`src/rtl/multiword_add_seq.sv`:
```
// Byte-serial multi-precision adder: chains an 8-bit ripple-carry adder across operand bytes, LSB first.
// Optional signed-overflow output (out_ovf) is enabled by defining MULTIWORD_ADD_OVF_EN.

module multiword_add_seq_rca8 (
  input  logic [7:0] a,
  input  logic [7:0] b,
  input  logic       cin,
  output logic [7:0] sum,
  output logic       cout
);
  logic [8:0] c;

  always_comb begin
    c[0] = cin;
    for (int i = 0; i < 8; i++) begin
      sum[i]   = a[i] ^ b[i] ^ c[i];
      c[i + 1] = (a[i] & b[i]) | (c[i] & (a[i] ^ b[i]));
    end
    cout = c[8];
  end
endmodule

module multiword_add_seq #(
  parameter int MAX_BYTES = 8,
  parameter int IDX_W     = 3
) (
  input  logic             clk,
  input  logic             rst_n,
  input  logic             in_valid,
  output logic             in_ready,
  input  logic [7:0]       in_a,
  input  logic [7:0]       in_b,
  input  logic             in_cin,
  input  logic             in_first,
  input  logic             in_last,
  output logic             out_valid,
  input  logic             out_ready,
  output logic [7:0]       out_sum,
  output logic             out_cout,
  output logic             out_last,
  output logic [IDX_W-1:0] out_idx,
`ifdef MULTIWORD_ADD_OVF_EN
  output logic             out_ovf,
`endif
  output logic             err
);
  typedef enum logic {IDLE, BUSY} state_t;

  localparam logic [IDX_W-1:0] CNT_MAX = IDX_W'(MAX_BYTES - 1);

  state_t           state_q, state_d;
  logic             carry_q, carry_d;
  logic [IDX_W-1:0] cnt_q, cnt_d, cnt_nx;
  logic             err_q, err_d;
  logic             vld_q, vld_d;
  logic [7:0]       sum_q, sum_d;
  logic             cout_q, cout_d;
  logic             last_q, last_d;
  logic [IDX_W-1:0] idx_q, idx_d;
  logic             ovf_q, ovf_d;

  logic             accept;
  logic             starts;
  logic             add_cin;
  logic [7:0]       add_sum;
  logic             add_cout;

  assign in_ready = !vld_q || out_ready;
  assign accept   = in_valid && in_ready;
  // A beat opens a new frame when no frame is open or when it is marked first.
  assign starts   = (state_q == IDLE) || in_first;
  assign add_cin  = starts ? in_cin : carry_q;

  multiword_add_seq_rca8 u_rca (
    .a    (in_a),
    .b    (in_b),
    .cin  (add_cin),
    .sum  (add_sum),
    .cout (add_cout)
  );

  always_comb begin
    state_d = state_q;
    carry_d = carry_q;
    cnt_d   = cnt_q;
    cnt_nx  = cnt_q;
    err_d   = err_q;
    vld_d   = vld_q;
    sum_d   = sum_q;
    cout_d  = cout_q;
    last_d  = last_q;
    idx_d   = idx_q;
    ovf_d   = ovf_q;
    if (accept) begin
      if (starts) begin
        cnt_nx = '0;
        err_d  = (state_q == IDLE) ? !in_first : 1'b1;
      end else if (cnt_q == CNT_MAX) begin
        cnt_nx = cnt_q;
        err_d  = 1'b1;
      end else begin
        cnt_nx = cnt_q + 1'b1;
      end
      vld_d   = 1'b1;
      sum_d   = add_sum;
      cout_d  = add_cout;
      last_d  = in_last;
      carry_d = add_cout;
      cnt_d   = cnt_nx;
      idx_d   = cnt_nx;
      state_d = in_last ? IDLE : BUSY;
      ovf_d   = in_last & ((in_a[7] ~^ in_b[7]) & (add_sum[7] ^ in_a[7]));
    end else if (vld_q && out_ready) begin
      vld_d = 1'b0;
    end
  end

  // Output register stage
  always_ff @(posedge clk or negedge rst_n) begin
    if (!rst_n) begin
      state_q <= IDLE;
      carry_q <= 1'b0;
      cnt_q   <= '0;
      err_q   <= 1'b0;
      vld_q   <= 1'b0;
      sum_q   <= '0;
      cout_q  <= 1'b0;
      last_q  <= 1'b0;
      idx_q   <= '0;
      ovf_q   <= 1'b0;
    end else begin
      state_q <= state_d;
      carry_q <= carry_d;
      cnt_q   <= cnt_d;
      err_q   <= err_d;
      vld_q   <= vld_d;
      sum_q   <= sum_d;
      cout_q  <= cout_d;
      last_q  <= last_d;
      idx_q   <= idx_d;
      ovf_q   <= ovf_d;
    end
  end

  assign out_valid = vld_q;
  assign out_sum   = sum_q;
  assign out_cout  = cout_q;
  assign out_last  = last_q;
  assign out_idx   = idx_q;
  assign err       = err_q;
`ifdef MULTIWORD_ADD_OVF_EN
  assign out_ovf   = ovf_q;
`else
  logic unused_ovf;
  assign unused_ovf = ovf_q;
`endif
endmodule

```
`config.mk`:
```
export PLATFORM = sky130hd
export DESIGN_NAME = multiword_add_seq
export DESIGN_NICKNAME = d
export VERILOG_FILES = /design/src/rtl/multiword_add_seq.sv
export SDC_FILE = /design/constraint.sdc
export NUM_CORES = 1
export LEC_CHECK = 0
export ABC_AREA = 1
export CAP_MARGIN = 20
export CORE_ASPECT_RATIO = 0.5
export CORE_MARGIN = 5
export CORE_UTILIZATION = 30
export DETAILED_ROUTE_END_ITERATION = 10
export SETUP_SLACK_MARGIN = 0.2
export SLEW_MARGIN = 10
export SYNTH_ARGS = -nofsm -noshare
export SYNTH_HDL_FRONTEND = slang
export SYNTH_SLANG_ARGS = --single-unit
export TNS_END_PERCENT = 1
```
`constraint.sdc`:
```
create_clock -name clk -period 10.7 [get_ports clk]
set_input_delay 1.07 -clock clk [delete_from_list [all_inputs] [get_ports clk]]
set_output_delay 1.07 -clock clk [all_outputs]
set_load 0.1 [all_outputs]
```
* Word-level counts from Yosys, hierarchy flattened *
Index checks and enable logic that the tools add are counted.

storage, ports and cells
  bits of input ports = 23
  word-level logic and storage cells = 70
  bits in registers = 16

cells by class
  mux-type cells = 9
  eq/ne operators = 2
  add/sub/neg operators = 1
  reduce and logical (&&, ||, !) cells = 10
  bitwise gates (word level) = 41

operators with widths
  kind                                                           number
  1-bit bitwise AND                                              16
  1-bit bitwise XOR                                              16
  1-bit OR                                                       8
  1-bit 2-to-1 mux                                               7
  3-bit 2-to-1 mux                                               2
  2-bit AND reduction                                            2
  2-bit nonzero test                                             2
  3-bit by 1-bit adder with 3-bit output, second input constant  1
  3-bit == test, second input constant                           1
  1-bit logical AND                                              2
  1-bit logical NOT                                              2
  1-bit logical OR                                               2
  2-bit inequality test, second input constant                   1
  1-bit NOT                                                      1

* Logic depth before layout (Yosys ltp) *
  depth after elaboration = 19
  mapped depth = 16

* Hierarchy *
Synthesis repeated with hierarchy kept, for this count alone.

unflattened totals
  cells, all modules = 103
  area total of the unflattened synthesis = 910.9 µm²

by module, submodules not included
  module                  times used  cells each  area each (µm²)
  multiword_add_seq       1           85          713.2
  multiword_add_seq_rca8  1           18          197.7

* Worst setup path after synthesis *
OpenSTA, ideal clock, no wires.

  path kind = input port to flip-flop
  from = in in_first
  to = reg sum_q[7] (netlist: out_sum[7])
  slack = 6.297 ns
  data required time = 10.626 ns
  arrival time = 4.329 ns
  cell stages on the path = 16
  setup time = 0.074 ns
  cell sequence = inv_1 -> nand2_1 -> nand2_1 -> nand2_1 -> fa_1 -> inv_1 -> fa_1 -> inv_1 -> fa_1 -> fa_1 -> fa_1 -> fa_1 -> fa_1 -> inv_1 -> fa_1 -> o21ai_2

on the way
  word-level cells in the longest chain between the ends = 17

RTL lines
  item                    RTL line  RTL
  start: declaration      34        input logic in_first,
  1-bit logical OR        71        assign starts = (state_q == IDLE) || in_first;
  1-bit 2-to-1 mux        72        assign add_cin = starts ? in_cin : carry_q;
  1-bit bitwise AND       17        c[i + 1] = (a[i] & b[i]) | (c[i] & (a[i] ^ b[i]));
  1-bit OR                17
  1-bit bitwise AND       17
  1-bit OR                17
  1-bit bitwise AND       17
  1-bit OR                17
  1-bit bitwise AND       17
  1-bit OR                17
  1-bit bitwise AND       17
  1-bit OR                17
  1-bit bitwise AND       17
  1-bit OR                17
  1-bit bitwise AND       17
  1-bit OR                17
  1-bit bitwise XOR       16        sum[i] = a[i] ^ b[i] ^ c[i];
  end signal: assignment  137       sum_q <= sum_d;
  end: declaration        56        logic [7:0] sum_q, sum_d;

No other way between the ends.
A chain may end at the register's enable or synchronous reset.

* Worst setup path after layout *
Ends and elaborated chain as after synthesis.

==> metrics <==
CTS tree done; clock tree buffer depth 2; total track usage 0.108; WP data arrival 4.98 ns; Root Driver clkbuf_8; Fin Setup TNS 0 ns; hold_buf cts 0; H-tree depth 1; initial DRC count 67; DP Wirelength 1.67 mm; CP Data Required Time 10.88 ns; post-synthesis sequential area ratio 0.439; clk_lat worst skew 0.25 ns; #FFs+latches synth 16; Core ar. 2960 µm²; syn nets 130; Die ar. 4310 µm²; Hold Path Depth 2; Worst R2R End out_sum[7]; total of max-cap violations 0; fin crit share 0.448; ANT cells 0; Avg Cell Area, Syn 9.40 µm²; grt total ovfl 0; post-route cell area 1370 µm²; area post-placement 1320 µm²; Clock transition at path regs 0.07 ns; I/O pins 39; library cells used by synthesis 14; Synth Instances 97; r2r setup slk 6.76 ns; synth warn 0; GP Congestion 0.682; vias in the first global route 811; area grow syn2layout 50.3%; initial antenna violation count 0; post-synth top area share 0.439; # DRC 0; Worst Setup Start Kind input pin; Hold Crit Class reg -> reg; hold path startpoint err; FILL cells 300; Sink Count 16; FMAX 209 MHz; cts bufs inserted 3; Pwr per Cell Area 188 nW/µm²; post-route ant nets 0; Initial Utilization 0.308; global-route wire length before repair 3.67 mm; share of post-route cells with drive strength above 1 0.0730; Setup-failing EPs final 0; Die Span Y 49.0 µm; Leak Pwr 0.665 nW; largest cells by area after synthesis dfrtp_1 44%, nand2_1 18%, fa_1 18%, inv_1 4.9%, o21ai_2 2.9%; Post-CTS Setup Bufs 0; cts repair resizes 0; RSZ-0062 raised after global routing no; Min-Delay Endpoint err; clk_skew 0.00512 ns; wire per inst 11.6 µm; Reg2Reg Depth 16; most common cell after layout, fill and taps aside nand2_1; port buffer count 38; Register Area 400 µm²; via count 743; CP max FO 3; # rows 14; area leader, netlist dfrtp_1; Slew HR 0.346; fin. max-slew vios 0; Die W 88.0 µm; Vias/cell 4.20; worst-margin pin slew 0.978 ns; Final Hold Fails 0; drt pass-1 iters 4; RR Startpoint state_q; cell area after synthesis 912 µm²; status completed; routed wire length 2.05 mm; Hold Slack 0.476 ns; highest-count cells in the layout ignoring fill and taps 44 x nand2_1, 38 x clkdlybuf4s50_1, 16 x dfrtp_1; min Tclk post-route 4.80 ns; fin nets 171; Peak supply drop 0.0549 mV; multi-input logic area 437 µm²; Crit Path Category in -> reg; largest net degree at the start of global routing 17; CP Capture Type flip-flop
how the worst max path moves through the flow:
stage	startpoint	to	slack, ns	depth (start not counted)
after floorplan	in_first	out_sum[7]	6.30	16
after global placement	in_first	out_sum[7]	5.72	16
after detailed placement	in_first	out_sum[7]	5.62	16
after CTS	in_first	out_sum[7]	5.86	16
after global routing	in_first	out_sum[7]	5.75	17
final	in_first	out_sum[7]	5.90	16
cells by family after synthesis:
logic type / share of synthesized area
compound gates: 0.0521
fa+ha+maj: 0.203
buf+inv: 0.0823
flops: 0.439
simple gates: 0.224
power breakdown:
part	switching [mW]	internal, mW	total (mW)
Clock	0.0223	0.0327	0.0549
Sequential	0.00613	0.0703	0.0764
Combinational	0.0938	0.0330	0.127
Total	0.122	0.136	0.258
state kept, by name (all words and copies together), names as in the netlist:
signal	cells
cnt_q	3
err	1
out_cout	1
out_last	1
out_sum	8
out_valid	1
state_q	1
cell usage after synthesis (all sizes together):
| cell | count |
|---|---|
| nand2 | 45 |
| dfrtp | 16 |
| inv | 13 |
| fa | 8 |
| nand3 | 4 |
| o21ai | 4 |
| buf | 2 |
| ha | 2 |
| nor2 | 2 |
| a21oi | 1 |
final cells by class:
cell class                      instances  area share
Tap cell                               40      0.0365
Sequential cell                        16       0.292
Multi-Input combinational cell         66       0.318
Clock buffer                            4      0.0401
Timing Repair Buffer                   38       0.277
Inverter                               13      0.0356
metal layers:
layer / vias to the layer above / track usage / part of all wire
met1: 357 / 0.137 / 0.41
met5: - / 0 / 0
met4: 0 / 0.0230 / 0.0083
li1: 371 / - / -
met2: 13 / 0.185 / 0.55
met3: 2 / 0.0270 / 0.032
stage by stage:
| stage | power (mW) | setup WS [ns] | util | std cells |
|---|---|---|---|---|
| 2_1_floorplan | 0.169 | 6.30 | - | 97 |
| 6_report | 0.258 | 5.90 | 0.463 | 177 |
| 4_1_cts | 0.261 | 5.86 | 0.463 | 177 |
| 3_5_place_dp | 0.205 | 5.62 | 0.445 | 173 |
| 3_3_place_gp | 0.204 | 5.72 | 0.445 | 173 |
| 5_1_grt | 0.270 | 5.75 | 0.463 | 177 |
critical path: stages:
cell	delay, ns
clkdlybuf4s50_1	0.49
nor2_1	0.08
nand2_1	0.06
nand2_1	0.06
fa_1	0.36
inv_1	0.08
fa_1	0.16
inv_1	0.05
fa_1	0.39
fa_1	0.40
fa_1	0.40
fa_1	0.39
fa_1	0.37
inv_1	0.08
fa_1	0.42
o21ai_2	0.13
Note: power is estimated with default switching activity, not from simulation.
